### config.mk
export PLATFORM = sky130hd
export DESIGN_NAME = iterative_divider
export DESIGN_NICKNAME = d
export VERILOG_FILES = /design/src/rtl/iterative_divider_pkg.sv /design/src/rtl/iterative_divider_step.sv /design/src/rtl/iterative_divider.sv
export SDC_FILE = /design/constraint.sdc
export NUM_CORES = 1
export LEC_CHECK = 0
export BUFFER_PORTS_ARGS = -buffer_cell sky130_fd_sc_hd__buf_2
export CAP_MARGIN = 10
export CORE_MARGIN = 2
export CORE_UTILIZATION = 60
export CTS_BUF_LIST = sky130_fd_sc_hd__clkbuf_2 sky130_fd_sc_hd__clkbuf_4 sky130_fd_sc_hd__clkbuf_8
export DETAILED_ROUTE_END_ITERATION = 6
export HOLD_SLACK_MARGIN = 0.1
export PLACE_DENSITY = 0.8
export REMOVE_ABC_BUFFERS = 1
export SETUP_SLACK_MARGIN = 0.15
export SLEW_MARGIN = 10
export SYNTH_ARGS = -nofsm -noshare
export SYNTH_HDL_FRONTEND = slang
export SYNTH_SLANG_ARGS = --single-unit
### constraint.sdc
create_clock -name clk -period 8.95 [get_ports clk]
set_input_delay 0.895 -clock clk [delete_from_list [all_inputs] [get_ports clk]]
set_output_delay 0.895 -clock clk [all_outputs]
set_load 0.03 [all_outputs]
### src/rtl/iterative_divider_pkg.sv
// Shared definitions for the iterative divider: FSM state encodings.
package iterative_divider_pkg;

    typedef enum logic [1:0] {
        ST_IDLE = 2'd0,
        ST_CALC = 2'd1,
        ST_DONE = 2'd2
    } state_t;

endpackage

### src/rtl/iterative_divider_step.sv
// One unsigned restoring-division step: shift the next dividend bit into the
// partial remainder, then subtract the divisor if it fits.
module div_step #(
    parameter int WIDTH = 8
) (
    input  logic [WIDTH-1:0] rem_in,
    input  logic             bit_in,
    input  logic [WIDTH-1:0] divisor,
    output logic [WIDTH-1:0] rem_out,
    output logic             q_bit
);

    // The partial remainder is one bit wider than the operands: rem_in can
    // have its MSB set when the divisor is above 2^(WIDTH-1), and dropping
    // that bit would corrupt the compare.
    logic [WIDTH:0] w_partial;
    logic [WIDTH:0] w_diff;

    assign w_partial = {rem_in, bit_in};
    assign w_diff    = w_partial - {1'b0, divisor};

    // rem_in < divisor bounds partial below 2*divisor, so the difference always
    // fits in WIDTH bits when non-negative and its top bit is a clean borrow.
    assign q_bit   = ~w_diff[WIDTH];
    assign rem_out = q_bit ? w_diff[WIDTH-1:0] : w_partial[WIDTH-1:0];

endmodule

### src/rtl/iterative_divider.sv
// Sequential unsigned restoring divider, one quotient bit per clock, with a
// start/ready/done handshake. Results are held until the next done pulse.
module iterative_divider
    import iterative_divider_pkg::*;
#(
    parameter int WIDTH = 8
) (
    input  logic             clk,
    input  logic             rst_n,
    input  logic             start,
    input  logic [WIDTH-1:0] dividend,
    input  logic [WIDTH-1:0] divisor,
    output logic             ready,
    output logic             done,
    output logic [WIDTH-1:0] quotient,
    output logic [WIDTH-1:0] remainder,
    output logic             div_by_zero
);

    localparam int             CNT_W    = $clog2(WIDTH) + 1;
    localparam logic [CNT_W-1:0] LAST_CNT = CNT_W'(WIDTH - 1);

    state_t           r_state;
    logic [CNT_W-1:0] r_count;       // restoring steps already completed
    logic [WIDTH-1:0] r_rem;
    logic [WIDTH-1:0] r_q;           // dividend bits shift out the top, quotient bits in at the bottom
    logic [WIDTH-1:0] r_divisor;
    logic             r_ready;
    logic             r_done;
    logic [WIDTH-1:0] r_quotient;
    logic [WIDTH-1:0] r_remainder;
    logic             r_div_by_zero;

    logic             w_calc;
    logic [WIDTH-1:0] w_q_src;
    logic [WIDTH-1:0] w_step_rem;
    logic [WIDTH-1:0] w_step_div;
    logic [WIDTH-1:0] w_rem_out;
    logic             w_q_bit;
    logic [WIDTH-1:0] w_q_next;

    // The single step unit serves two masters: while calculating it iterates on
    // the registered state; on an accept edge it performs the first step
    // straight from the input operands, so WIDTH steps fit in WIDTH-1 CALC
    // cycles plus the accept edge.
    assign w_calc     = (r_state == ST_CALC);
    assign w_q_src    = w_calc ? r_q       : dividend;
    assign w_step_rem = w_calc ? r_rem     : '0;
    assign w_step_div = w_calc ? r_divisor : divisor;
    assign w_q_next   = {w_q_src[WIDTH-2:0], w_q_bit};

    div_step #(
        .WIDTH (WIDTH)
    ) u_step (
        .rem_in  (w_step_rem),
        .bit_in  (w_q_src[WIDTH-1]),
        .divisor (w_step_div),
        .rem_out (w_rem_out),
        .q_bit   (w_q_bit)
    );

    // FSM, datapath and registered outputs in one sequential process.
    // NOTE: every register here is assigned with <= so all of them update from
    // the same pre-edge values; a blocking = would let later lines see new values.
    always_ff @(posedge clk or negedge rst_n) begin
        // NOTE: all state is plain flops (no memories), so everything is reset;
        // an asynchronous reset also aborts an operation without a done pulse.
        if (!rst_n) begin
            r_state       <= ST_IDLE;
            r_count       <= '0;
            r_rem         <= '0;
            r_q           <= '0;
            r_divisor     <= '0;
            r_ready       <= 1'b1;
            r_done        <= 1'b0;
            r_quotient    <= '0;
            r_remainder   <= '0;
            r_div_by_zero <= 1'b0;
        end else begin
            case (r_state)
                ST_IDLE, ST_DONE: begin
                    r_done  <= 1'b0;
                    r_ready <= 1'b1;
                    r_state <= ST_IDLE;
                    if (start) begin
                        r_divisor <= divisor;
                        if (divisor == '0) begin
                            // Divide-by-zero finishes at once with a defined result.
                            r_state       <= ST_DONE;
                            r_done        <= 1'b1;
                            r_quotient    <= '1;
                            r_remainder   <= dividend;
                            r_div_by_zero <= 1'b1;
                        end else begin
                            r_state <= ST_CALC;
                            r_ready <= 1'b0;
                            r_rem   <= w_rem_out;
                            r_q     <= w_q_next;
                            r_count <= CNT_W'(1);
                        end
                    end
                end

                ST_CALC: begin
                    r_rem   <= w_rem_out;
                    r_q     <= w_q_next;
                    r_count <= r_count + CNT_W'(1);
                    if (r_count == LAST_CNT) begin
                        // This edge performs the WIDTH-th step: publish it.
                        r_state       <= ST_DONE;
                        r_ready       <= 1'b1;
                        r_done        <= 1'b1;
                        r_quotient    <= w_q_next;
                        r_remainder   <= w_rem_out;
                        r_div_by_zero <= 1'b0;
                    end
                end

                default: begin
                    r_state <= ST_IDLE;
                    r_ready <= 1'b1;
                    r_done  <= 1'b0;
                end
            endcase
        end
    end

    assign ready       = r_ready;
    assign done        = r_done;
    assign quotient    = r_quotient;
    assign remainder   = r_remainder;
    assign div_by_zero = r_div_by_zero;

endmodule
==> results.md, run 1 <==
* Post-cts hold buffer count at 0
* PortBufs at 37
* Most common cell after layout, fill and taps aside: nand2_1
* Post-cts repair resize count at 0
* Hold path cells at 1
* GRT Overall Usage at 24.40%
* Cell Chain, Critical Path: nor2b_2 -> buf_4 -> mux2i_1 -> ha_1 -> fa_1 -> nand2b_1 -> a21oi_1 -> o22ai_4 -> xor2_4 -> mux2i_1 -> a21oi_1
* Most frequent cells in the layout: 56 x nand2_1, 47 x dfrtp_1, 37 x buf_2, 26 x nor2_1, 22 x a21oi_1
* Worst-path clk slew at 0.08 ns
* Mean Syn Cell Area at 9.278 sq um
* Synth top area share at 44.95%
* Post-synthesis async set-or-reset flop share at 100.0%
* TNS Setup at 0 ns
* RSZ-0062 raised after global routing: no
* Post-synthesis cell area at 2616 sq um
* Minimum clock period at 3.391 ns
* Placer Congestion at 0.8662
* Worst Path Arrival at 3.53 ns
* Slew Viols, Final at 0
* FF-to-FF End: remainder[7]$_DFFE_PN0P_
* Synth area leader: dfrtp_1
* Worst hold path class: register to register
* Synthesis-to-layout area growth at 12.34%
* Required @ worst endpoint at 9.09 ns
* Status: completed
* # fillers at 357
* Worst path slowest cell: xor2_4
* I/O pin cnt at 38
* Nets at 346
* Max capacitance violation total at 0
* Largest net degree at the start of global routing at 49
* Post-synth EDFFs at 0
* H-tree Lvls at 2
* Kind of end point of the critical path: register
* YS warnings at 0
* Via density at 5.749
* Diodes inserted at 0
* Crit path kind: register to register
* Detailed-route DRC error count at 0
* Fmax achieved at 0.2949 GHz
* Worst hold start: div_by_zero$_DFFE_PN0P_
* Clock Skew at 0.01433 ns
* Die Height at 70.04 um
* Clk Tree Root Cell: clkbuf_8
* Worst slew pin tran at 1.003 ns
* Crit share post-route at 37.89%
* Crit-path max FO at 26
* Clock buffer depth at 2
* Area occupied by multi-input gates at 1344 sq um
* Initial antenna violation count at 0
* WL/cell at 14.99 um
* Starting density of the core at 61.36%
* Yosys cell types at 43
* Register area share after synthesis at 45.96%
* First DRT Iteration DRCs at 96
* CP startpoint kind: register
* Global route overflow at 0
* First drt pass iteration count at 4
* DRT antenna net count at 0
* Die X at 70.04 um
* Primary FF master, synth: dfrtp_1
* Max-slew headroom at 32.91%
* Reg2reg path depth at 11
* Area contributors post-synth: dfrtp_1 45%, nand2_1 8.0%, mux2i_1 6.1%
* Clk sinks at 48
* Post-DP HPWL at 4003 um
* Worst r2r src: r_state[0]$_DFFE_PN0N_
* Via count at 2,127
* Skew-Pair Late Insertion Delay at 0.30 ns
* Vias in the first global route at 2,040
* WL final at 5545 um
* Die Area at 4905 sq um
* First-pass GRT wire length at 9625 um
* Layout cells sized above 1 at 17.92%
* Post-CTS setup buffer count at 0
* CTS tree: done
* Synthesized flop and latch total at 48
* Core Region at 4264 sq um
* Row count at 24
* Hold EP: div_by_zero$_DFFE_PN0P_
* Highest cell delay on the worst timing path at 0.54 ns
* FF/Latch Area at 1202 sq um
* Final setup viols at 0
* R2R setup slack at 5.56 ns
* CTS Buf Count at 5
* Syn Inst Count at 282
* Fin. Hold Viols at 0
-- state kept, by name, indices dropped and copies added (netlist names) --
name,count
quotient,8
remainder,8
r_count,4
div_by_zero,1
r_q,8
r_state,2
r_rem,8
ready,1
r_divisor,8
-- stage by stage --
step	hold WS, ns	std cells	instance area, sq um	worst slack [ns]	utilization (%)
4_1_cts	0.4809	370	2939	5.561	68.93
3_5_place_dp	0.4618	362	2841	5.462	66.64
5_1_grt	0.4984	370	2939	5.274	68.93
2_1_floorplan	0.4454	269	2559	4.974	-
6_report	0.4785	370	2939	5.559	68.93
3_3_place_gp	0.4558	362	2841	5.547	66.64
-- cell type report --
cell class	instances	area share [%]
well taps	52	2.214
clock buffers	7	3.065
repair buffers	41	7.322
multi-input cells	217	45.72
inverters	4	0.5109
flip-flops and latches	48	40.91
clock inverters	1	0.2554
-- worst max-delay path by stage --
stage	start	endpoint	slack, ns	cells after the start
after floorplan	r_state[1]$_DFFE_PN0N_	r_rem[0]$_DFFE_PN0P_	4.97	10
after global placement	divisor[0]	r_rem[0]$_DFFE_PN0P_	5.55	11
after detailed placement	divisor[0]	remainder[6]$_DFFE_PN0P_	5.46	11
after CTS	r_state[0]$_DFFE_PN0N_	remainder[6]$_DFFE_PN0P_	5.56	11
after global routing	r_state[0]$_DFFE_PN0N_	remainder[6]$_DFFE_PN0P_	5.27	11
final	r_state[0]$_DFFE_PN0N_	remainder[7]$_DFFE_PN0P_	5.56	11
-- Yosys cell counts (2+ instances only) --
library cell and number:
and2_1 6, nor3_1 3, nand3_1 3, a31oi_1 4, nor2b_1 3, nor4_2 2
xnor2_1 4, nand2b_1 4, o21ai_0 13, mux2i_1 16, nand2_1 56, xor2_1 2
clkbuf_1 11, dfrtp_1 47, o21a_1 3, nor2_1 26, a32oi_1 6, a22oi_1 3
o21ai_1 7, or3_1 7, inv_1 4, a21o_1 2, ha_1 9, a21oi_1 22
-- routing by layer --
layer  global-route usage, %  part of all wire, %
met3                   4.618                  4.5
met2                   40.21                   48
met4                   5.769                  1.0
met1                   33.75                   46
met5                       0                    0
-- kinds of logic after synthesis --
logic type	count (synthesis)	synth area share, %
AND/OR/NAND/NOR	114	19.70
flip-flops	48	45.96
multiplexers	18	6.982
adder cells (fa/ha/maj)	10	5.069
buffers and inverters	17	2.773
AO/OA/AOI/OAI	68	16.45
XOR/XNOR	7	3.061
-- critical path, delay by kind of cell, from the launching register on --
kind            cells  cell delay (ns)
simple gates        2             0.33
compound gates      3             0.52
fa+ha+maj           2             0.64
mux                 2             0.48
flops               1             0.41
buf+inv             1             0.30
xor+xnor            1             0.54
Power of run 1 is not shown: default switching activity piles up to over one toggle a cycle in this logic, so the estimate is an artifact.
==> run 2: changes to the inputs <==
--- a/config.mk
+++ b/config.mk
@@ -5,6 +5,7 @@
 export SDC_FILE = /design/constraint.sdc
 export NUM_CORES = 1
 export LEC_CHECK = 0
+export ABC_AREA = 1
 export BUFFER_PORTS_ARGS = -buffer_cell sky130_fd_sc_hd__buf_2
 export CAP_MARGIN = 10
 export CORE_MARGIN = 2
==> constraint.sdc (replaced) <==
create_clock -name clk -period 3.3 [get_ports clk]
set_input_delay 0.33 -clock clk [delete_from_list [all_inputs] [get_ports clk]]
set_output_delay 0.33 -clock clk [all_outputs]
set_load 0.03 [all_outputs]
==> results.md, run 2 <==
* Status: completed
* Max-slew headroom at 29.64%
* Layout cells sized above 1 at 21.34%
* Worst-path clk slew at 0.10 ns
* H-tree Lvls at 2
* Fin. Hold Viols at 0
* Post-cts hold buffer count at 0
* Max capacitance violation total at 0
* PortBufs at 37
* Placer Congestion at 0.8995
* Synth area leader: dfrtp_1
* WL final at 5772 um
* FF/Latch Area at 1202 sq um
* Die Area at 5311 sq um
* CTS Buf Count at 5
* RSZ-0062 raised after global routing: no
* Worst slew pin tran at 1.055 ns
* Post-DP Area at 2999 sq um
* Worst vdd ir at 0.0005860 V
* Global route overflow at 0
* Diodes inserted at 0
* Kind of end point of the critical path: register
* Synthesis-to-layout area growth at 10.20%
* First drt pass iteration count at 4
* Area occupied by multi-input gates at 1341 sq um
* Fmax achieved at 0.3608 GHz
* I/O pin cnt at 38
* Most common library cells after synthesis: 85 x nand2_1, 47 x dfrtp_1, 43 x inv_1
* Post-cts repair resize count at 0
* Nets at 417
* Skew-Pair Late Insertion Delay at 0.30 ns
* Layout Utilization at 67.30%
* Post-synthesis async set-or-reset flop share at 100.0%
* First DRT Iteration DRCs at 182
* Switching portion of total power at 48.23%
* Clock Skew at 0.004762 ns
* Register area share after synthesis at 42.24%
* Clk Tree Root Cell: clkbuf_8
* Crit path max-delay family: simple AND/OR/NAND/NOR gates
* Slew Viols, Final at 0
* Primary FF master, synth: dfrtp_1
* Vias in the first global route at 2,260
* Highest cell delay on the worst timing path at 0.40 ns
* Flop pwr share at 27.3%
* Starting density of the core at 61.07%
* Crit-path max FO at 23
* Most used cell, CP: nand2_1
* TNS Setup at 0 ns
* # fillers at 398
* Required @ worst endpoint at 3.53 ns
* Worst Path Arrival at 3.01 ns
* Count leader, synth: nand2_1
* Static leakage power at 1.611 nW
* Fin area at 3137 sq um
* Row count at 25
* Cell internal pwr at 0.001855 W
* Post-synthesis cell area at 2846 sq um
* Core Region at 4661 sq um
* Via density at 5.291
* Worst hold path class: primary input to async pin
* Clk pwr share at 14.4%
* Die X at 72.88 um
* Most frequent cells in the layout: 85 x nand2_1, 47 x dfrtp_1, 43 x inv_1, 37 x buf_2, 32 x o21ai_0
* Clock buffer depth at 2
* Syn Inst Count at 353
* Switch Pwr at 0.001728 W
* Final setup viols at 0
* Cell Chain, Critical Path: inv_2 -> nor2_8 -> inv_2 -> nand2_1 -> o21ai_1 -> inv_1 -> ha_1 -> fa_1 -> inv_1 -> nand2_1 -> nand2_1 -> nand3_2 -> nand2_2 -> nand2_4 -> nand2_8 -> nand2_2 -> nand2_2 -> nand2_1 -> a21oi_1
* Minimum clock period at 2.772 ns
* Synthesized flop and latch total at 48
* YS warnings at 0
* Via count at 2,344
* Power per Cell Area at 1142 nW/um^2
* Initial antenna violation count at 0
* Worst path slowest cell: fa_1
* Area contributors post-synth: dfrtp_1 41%, nand2_1 11%, inv_1 5.7%
* Reg2reg path depth at 19
* Post-DP HPWL at 4258 um
* Critical path depth at 19
* GRT Overall Usage at 23.78%
* Buf/Inv on CP at 4
* Mean Syn Cell Area at 8.064 sq um
* Crit share post-route at 83.99%
* Post-synth EDFFs at 0
* Detailed-route DRC error count at 0
* Synth top area share at 41.32%
* Die Height at 72.88 um
* First-pass GRT wire length at 9791 um
* Most common cell after layout, fill and taps aside: nand2_1
* Yosys cell types at 38
* CTS tree: done
* CP startpoint kind: register
* Largest net degree at the start of global routing at 49
* Crit path kind: register to register
* Post-CTS setup buffer count at 0
* DRT antenna net count at 0
* Combinational share of power at 58.2%
* WL/cell at 13.03 um
* Clk sinks at 48
run 2: cell count changes after synthesis, sizes merged, moves of 4 or more:
cell | before | now
a32oi | 6 | 0
and2 | 6 | 0
buf | 2 | 8
clkbuf | 11 | 5
inv | 4 | 46
mux2i | 16 | 0
nand2 | 56 | 101
nand2b | 4 | 0
nand3 | 3 | 24
nor2 | 26 | 34
o21ai | 20 | 36
or3 | 7 | 0
run 2: metrics by stage:
stage | power [W] | hold slack (ns) | cells | setup WS, ns
global route | 0.003901 | 0.2846 | 443 | 0.2524
floorplan | 0.002552 | 0.03441 | 340 | 0.3730
global placement | 0.003022 | 0.4527 | 435 | 0.6744
CTS | 0.003601 | 0.2485 | 443 | 0.5401
detailed placement | 0.003077 | 0.4699 | 435 | 0.5679
finish | 0.003584 | 0.2110 | 443 | 0.5283
run 2: power by group through the flow:
stage	clock network, W	registers [W]	logic, W
2_1_floorplan	0	0.00117	0.00138
3_3_place_gp	0	0.000980	0.00204
3_5_place_dp	0	0.000990	0.00209
4_1_cts	0.000527	0.000979	0.00209
5_1_grt	0.000541	0.00100	0.00236
6_report	0.000518	0.000979	0.00209
run 2: final cells by class:
type / count / share of cell area [%]
Multi-Input combinational cell: 246 / 42.76
Sequential cell: 48 / 38.33
Timing Repair Buffer: 41 / 6.861
Inverter: 46 / 5.505
Clock buffer: 5 / 2.194
Clock inverter: 3 / 2.194
Tap cell: 54 / 2.154
run 2: worst reg2reg max path, delay by kind of cell (launching register included):
| kind | cells | cell delay, ns |
|---|---|---|
| simple gates | 11 | 0.95 |
| fa+ha+maj | 2 | 0.62 |
| buf+inv | 4 | 0.53 |
| flops | 1 | 0.38 |
| compound gates | 2 | 0.23 |
run 2: cell families (layout without fill, tap and decap cells):
family	Yosys count	after routing	share of synthesized area [%]
XOR/XNOR	3	3	0.9232
flip-flops	48	48	42.24
buffers and inverters	59	95	10.64
AO/OA/AOI/OAI	68	68	13.27
AND/OR/NAND/NOR	165	165	28.26
adder cells (fa/ha/maj)	10	10	4.659
run 2: routing by layer:
| layer | wire (um) | GRT usage (%) |
|---|---|---|
| met1 | 2615 | 31.12 |
| met2 | 2763 | 39.19 |
| met3 | 271 | 4.696 |
| met4 | 122 | 8.848 |
| met5 | 0 | 0 |
run 2: worst paths after layout:
| path | startpoint | endpoint | slack [ns] |
|---|---|---|---|
| max | r_state[0]$_DFFE_PN0N_ | remainder[5]$_DFFE_PN0P_ | 0.53 |
| min | rst_n | r_divisor[5]$_DFFE_PN0P_ | 0.21 |
| max reg2reg | r_state[0]$_DFFE_PN0N_ | remainder[5]$_DFFE_PN0P_ | 0.53 |
| min reg2reg | ready$_DFFE_PN1N_ | ready$_DFFE_PN1N_ | 0.49 |
| max in group asynchronous | rst_n | r_rem[0]$_DFFE_PN0P_ | 2.44 |
| min in group clk | dividend[2] | r_q[3]$_DFFE_PN0P_ | 0.29 |
Power figures use the tool's default switching activity.
==> run 3: changes to the inputs <==
--- a/config.mk
+++ b/config.mk
@@ -9,11 +9,11 @@
 export BUFFER_PORTS_ARGS = -buffer_cell sky130_fd_sc_hd__buf_2
 export CAP_MARGIN = 10
 export CORE_MARGIN = 2
-export CORE_UTILIZATION = 60
+export CORE_UTILIZATION = 54
 export CTS_BUF_LIST = sky130_fd_sc_hd__clkbuf_2 sky130_fd_sc_hd__clkbuf_4 sky130_fd_sc_hd__clkbuf_8
 export DETAILED_ROUTE_END_ITERATION = 6
 export HOLD_SLACK_MARGIN = 0.1
-export PLACE_DENSITY = 0.8
+export PLACE_DENSITY = 0.75
 export REMOVE_ABC_BUFFERS = 1
 export SETUP_SLACK_MARGIN = 0.15
 export SLEW_MARGIN = 10
==> constraint.sdc (replaced) <==
create_clock -name clk -period 2.25 [get_ports clk]
set_input_delay 0.225 -clock clk [delete_from_list [all_inputs] [get_ports clk]]
set_output_delay 0.225 -clock clk [all_outputs]
set_load 0.03 [all_outputs]
==> results.md, run 3 (same netlist as run 2, synthesis figures left out) <==
* Layout cells sized above 1 at 38.08%
* R2R setup slack at -0.19 ns
* PnR worst setup slack at -0.1943 ns
* Most frequent cells in the layout: 73 x nand2_1, 46 x dfrtp_1, 41 x inv_1, 37 x buf_2, 36 x buf_4
* Die Height at 76.61 um
* Largest net degree at the start of global routing at 27
* GRT Overall Usage at 25.53%
* Placer Congestion at 0.8851
* Die Area at 5868 sq um
* DRT antenna net count at 0
* Hold path cells at 3
* Worst hold path class: primary input to register
* Static leakage power at 1.860 nW
* CTS tree: done
* Skew-Pair Late Insertion Delay at 0.32 ns
* Detailed-route DRC error count at 0
* I/O pin cnt at 38
* Failing checks: negative setup slack
* Via count at 2,733
* Clk sinks at 48
* Layout Utilization at 73.17%
* CP startpoint kind: register
* Clock Skew at 0.01010 ns
* WL/cell at 16.39 um
* Synthesis-to-layout area growth at 31.30%
* Hold EP: r_q[3]$_DFFE_PN0P_
* Max-slew headroom at 57.69%
* Global route overflow at 0
* PortBufs at 37
* Worst slew pin tran at 0.6309 ns
* H-tree Lvls at 2
* Initial antenna violation count at 0
* Crit path kind: register to register
* Power per Cell Area at 1783 nW/um^2
* Required @ worst endpoint at 2.49 ns
* Reg2reg path depth at 14
* First drt pass iteration count at 5
* WL final at 8162 um
* Die X at 76.61 um
* Diodes inserted at 0
* Worst-path clk slew at 0.10 ns
* CTS Buf Count at 5
* RSZ-0062 raised after global routing: yes
* Kind of end point of the critical path: register
* FF-to-FF End: remainder[0]$_DFFE_PN0P_
* Overall Power at 0.006662 W
* Via density at 5.488
* Fmax achieved at 0.4091 GHz
* Vias in the first global route at 2,578
* Post-DP HPWL at 4745 um
* Max capacitance violation total at 0
* First DRT Iteration DRCs at 243
* Crit share post-route at 108.6%
* Nets at 456
* Worst Path Arrival at 2.68 ns
* First-pass GRT wire length at 11,950 um
* Core Region at 5107 sq um
* Clk Tree Root Cell: clkbuf_8
* Fin. Hold Viols at 0
* Status: finished with violations
* Slew Viols, Final at 0
* Worst hold start: dividend[2]
* Most common cell after layout, fill and taps aside: nand2_1
* Clock buffer depth at 2
* Worst r2r src: r_state[1]$_DFFE_PN0N_
* Final setup viols at 18
* Worst slack, placed at -0.2123 ns
* Starting density of the core at 55.73%
* Worst vdd ir at 0.001039 V
* Row count at 26
* Minimum clock period at 2.444 ns
* Crit-path max FO at 15
run 3: cell count changes in the layout (fill, tap and decap cells not counted), moves of 6 or more:
cell / previous run / this run
a21oi_1: 19 / 13
o21ai_0: 32 / 20
nand2_1: 85 / 73
buf_4: 4 / 36
o21ai_2: 1 / 8
nand2_2: 13 / 20
run 3: metal layers:
layer | share of wire [%] | GRT usage, % | up-vias
met4 | 3.9 | 11.09 | 0
met1 | 42 | 32.15 | 1297
li1 | - | - | 1285
met2 | 49 | 42.48 | 121
met3 | 5.8 | 5.450 | 30
met5 | 0 | 0 | -
run 3: per-stage QoR:
stage	hold WS [ns]	std cells	setup TNS (ns)	instance area (sq um)
floorplan	-0.07059	340	-11.51	2716
global placement	0.2500	472	-1.474	3189
detailed placement	0.2506	472	-2.941	3189
CTS	0.1732	493	-0.9279	3477
global route	0.1810	498	-3.871	3737
finish	0.1769	498	-2.228	3737
run 3: repair_timing:
| action | in CTS | in global routing |
|---|---|---|
| endpoints found under the hold margin | 22 | 0 |
| gates cloned | 2 | 2 |
| pin swaps | 8 | 22 |
| hold buffers | 1 | 0 |
| buffers inserted | 10 | 3 |
| resized for setup | 30 | 45 |
| endpoints found under the setup margin | 21 | 21 |
run 3: how the worst max path moves through the flow:
stage / startpoint / to / slack (ns) / cells past startpoint
after global routing: r_state[1]$_DFFE_PN0N_ / remainder[0]$_DFFE_PN0P_ / -0.30 / 14
after detailed placement: r_state[1]$_DFFE_PN0N_ / r_rem[5]$_DFFE_PN0P_ / -0.21 / 15
after floorplan: r_state[1]$_DFFE_PN0N_ / remainder[3]$_DFFE_PN0P_ / -0.68 / 17
after CTS: r_state[1]$_DFFE_PN0N_ / remainder[5]$_DFFE_PN0P_ / -0.09 / 17
after global placement: r_state[1]$_DFFE_PN0N_ / r_rem[2]$_DFFE_PN0P_ / -0.12 / 16
final: r_state[1]$_DFFE_PN0N_ / remainder[0]$_DFFE_PN0P_ / -0.19 / 14
run 3: power by group:
part / internal [W] / total (W) / switching [W]
sequential: 0.00125 / 0.00147 / 0.000215
clock: 0.000336 / 0.000673 / 0.000338
combinational: 0.00174 / 0.00452 / 0.00278
run 3: critical path: stages (launching register included):
cell	delay, ns
dfrtp_2	0.45
nor2_8	0.12
inv_4	0.06
buf_12	0.14
o21ai_2	0.18
ha_4	0.24
nand2_2	0.09
inv_1	0.09
a21oi_4	0.28
nand2_4	0.12
nand2_8	0.14
nand2_8	0.09
nand2_4	0.08
nand3_1	0.10
a21oi_2	0.16
run 3: final cells by class:
class	count	area, sq um
Fill cell	368	1370
Timing Repair Buffer	76	500.5
Clock inverter	3	46.29
Tap cell	70	87.58
Clock buffer	5	68.82
Multi-Input combinational cell	250	1655
Sequential cell	48	1204
Inverter	46	175.2
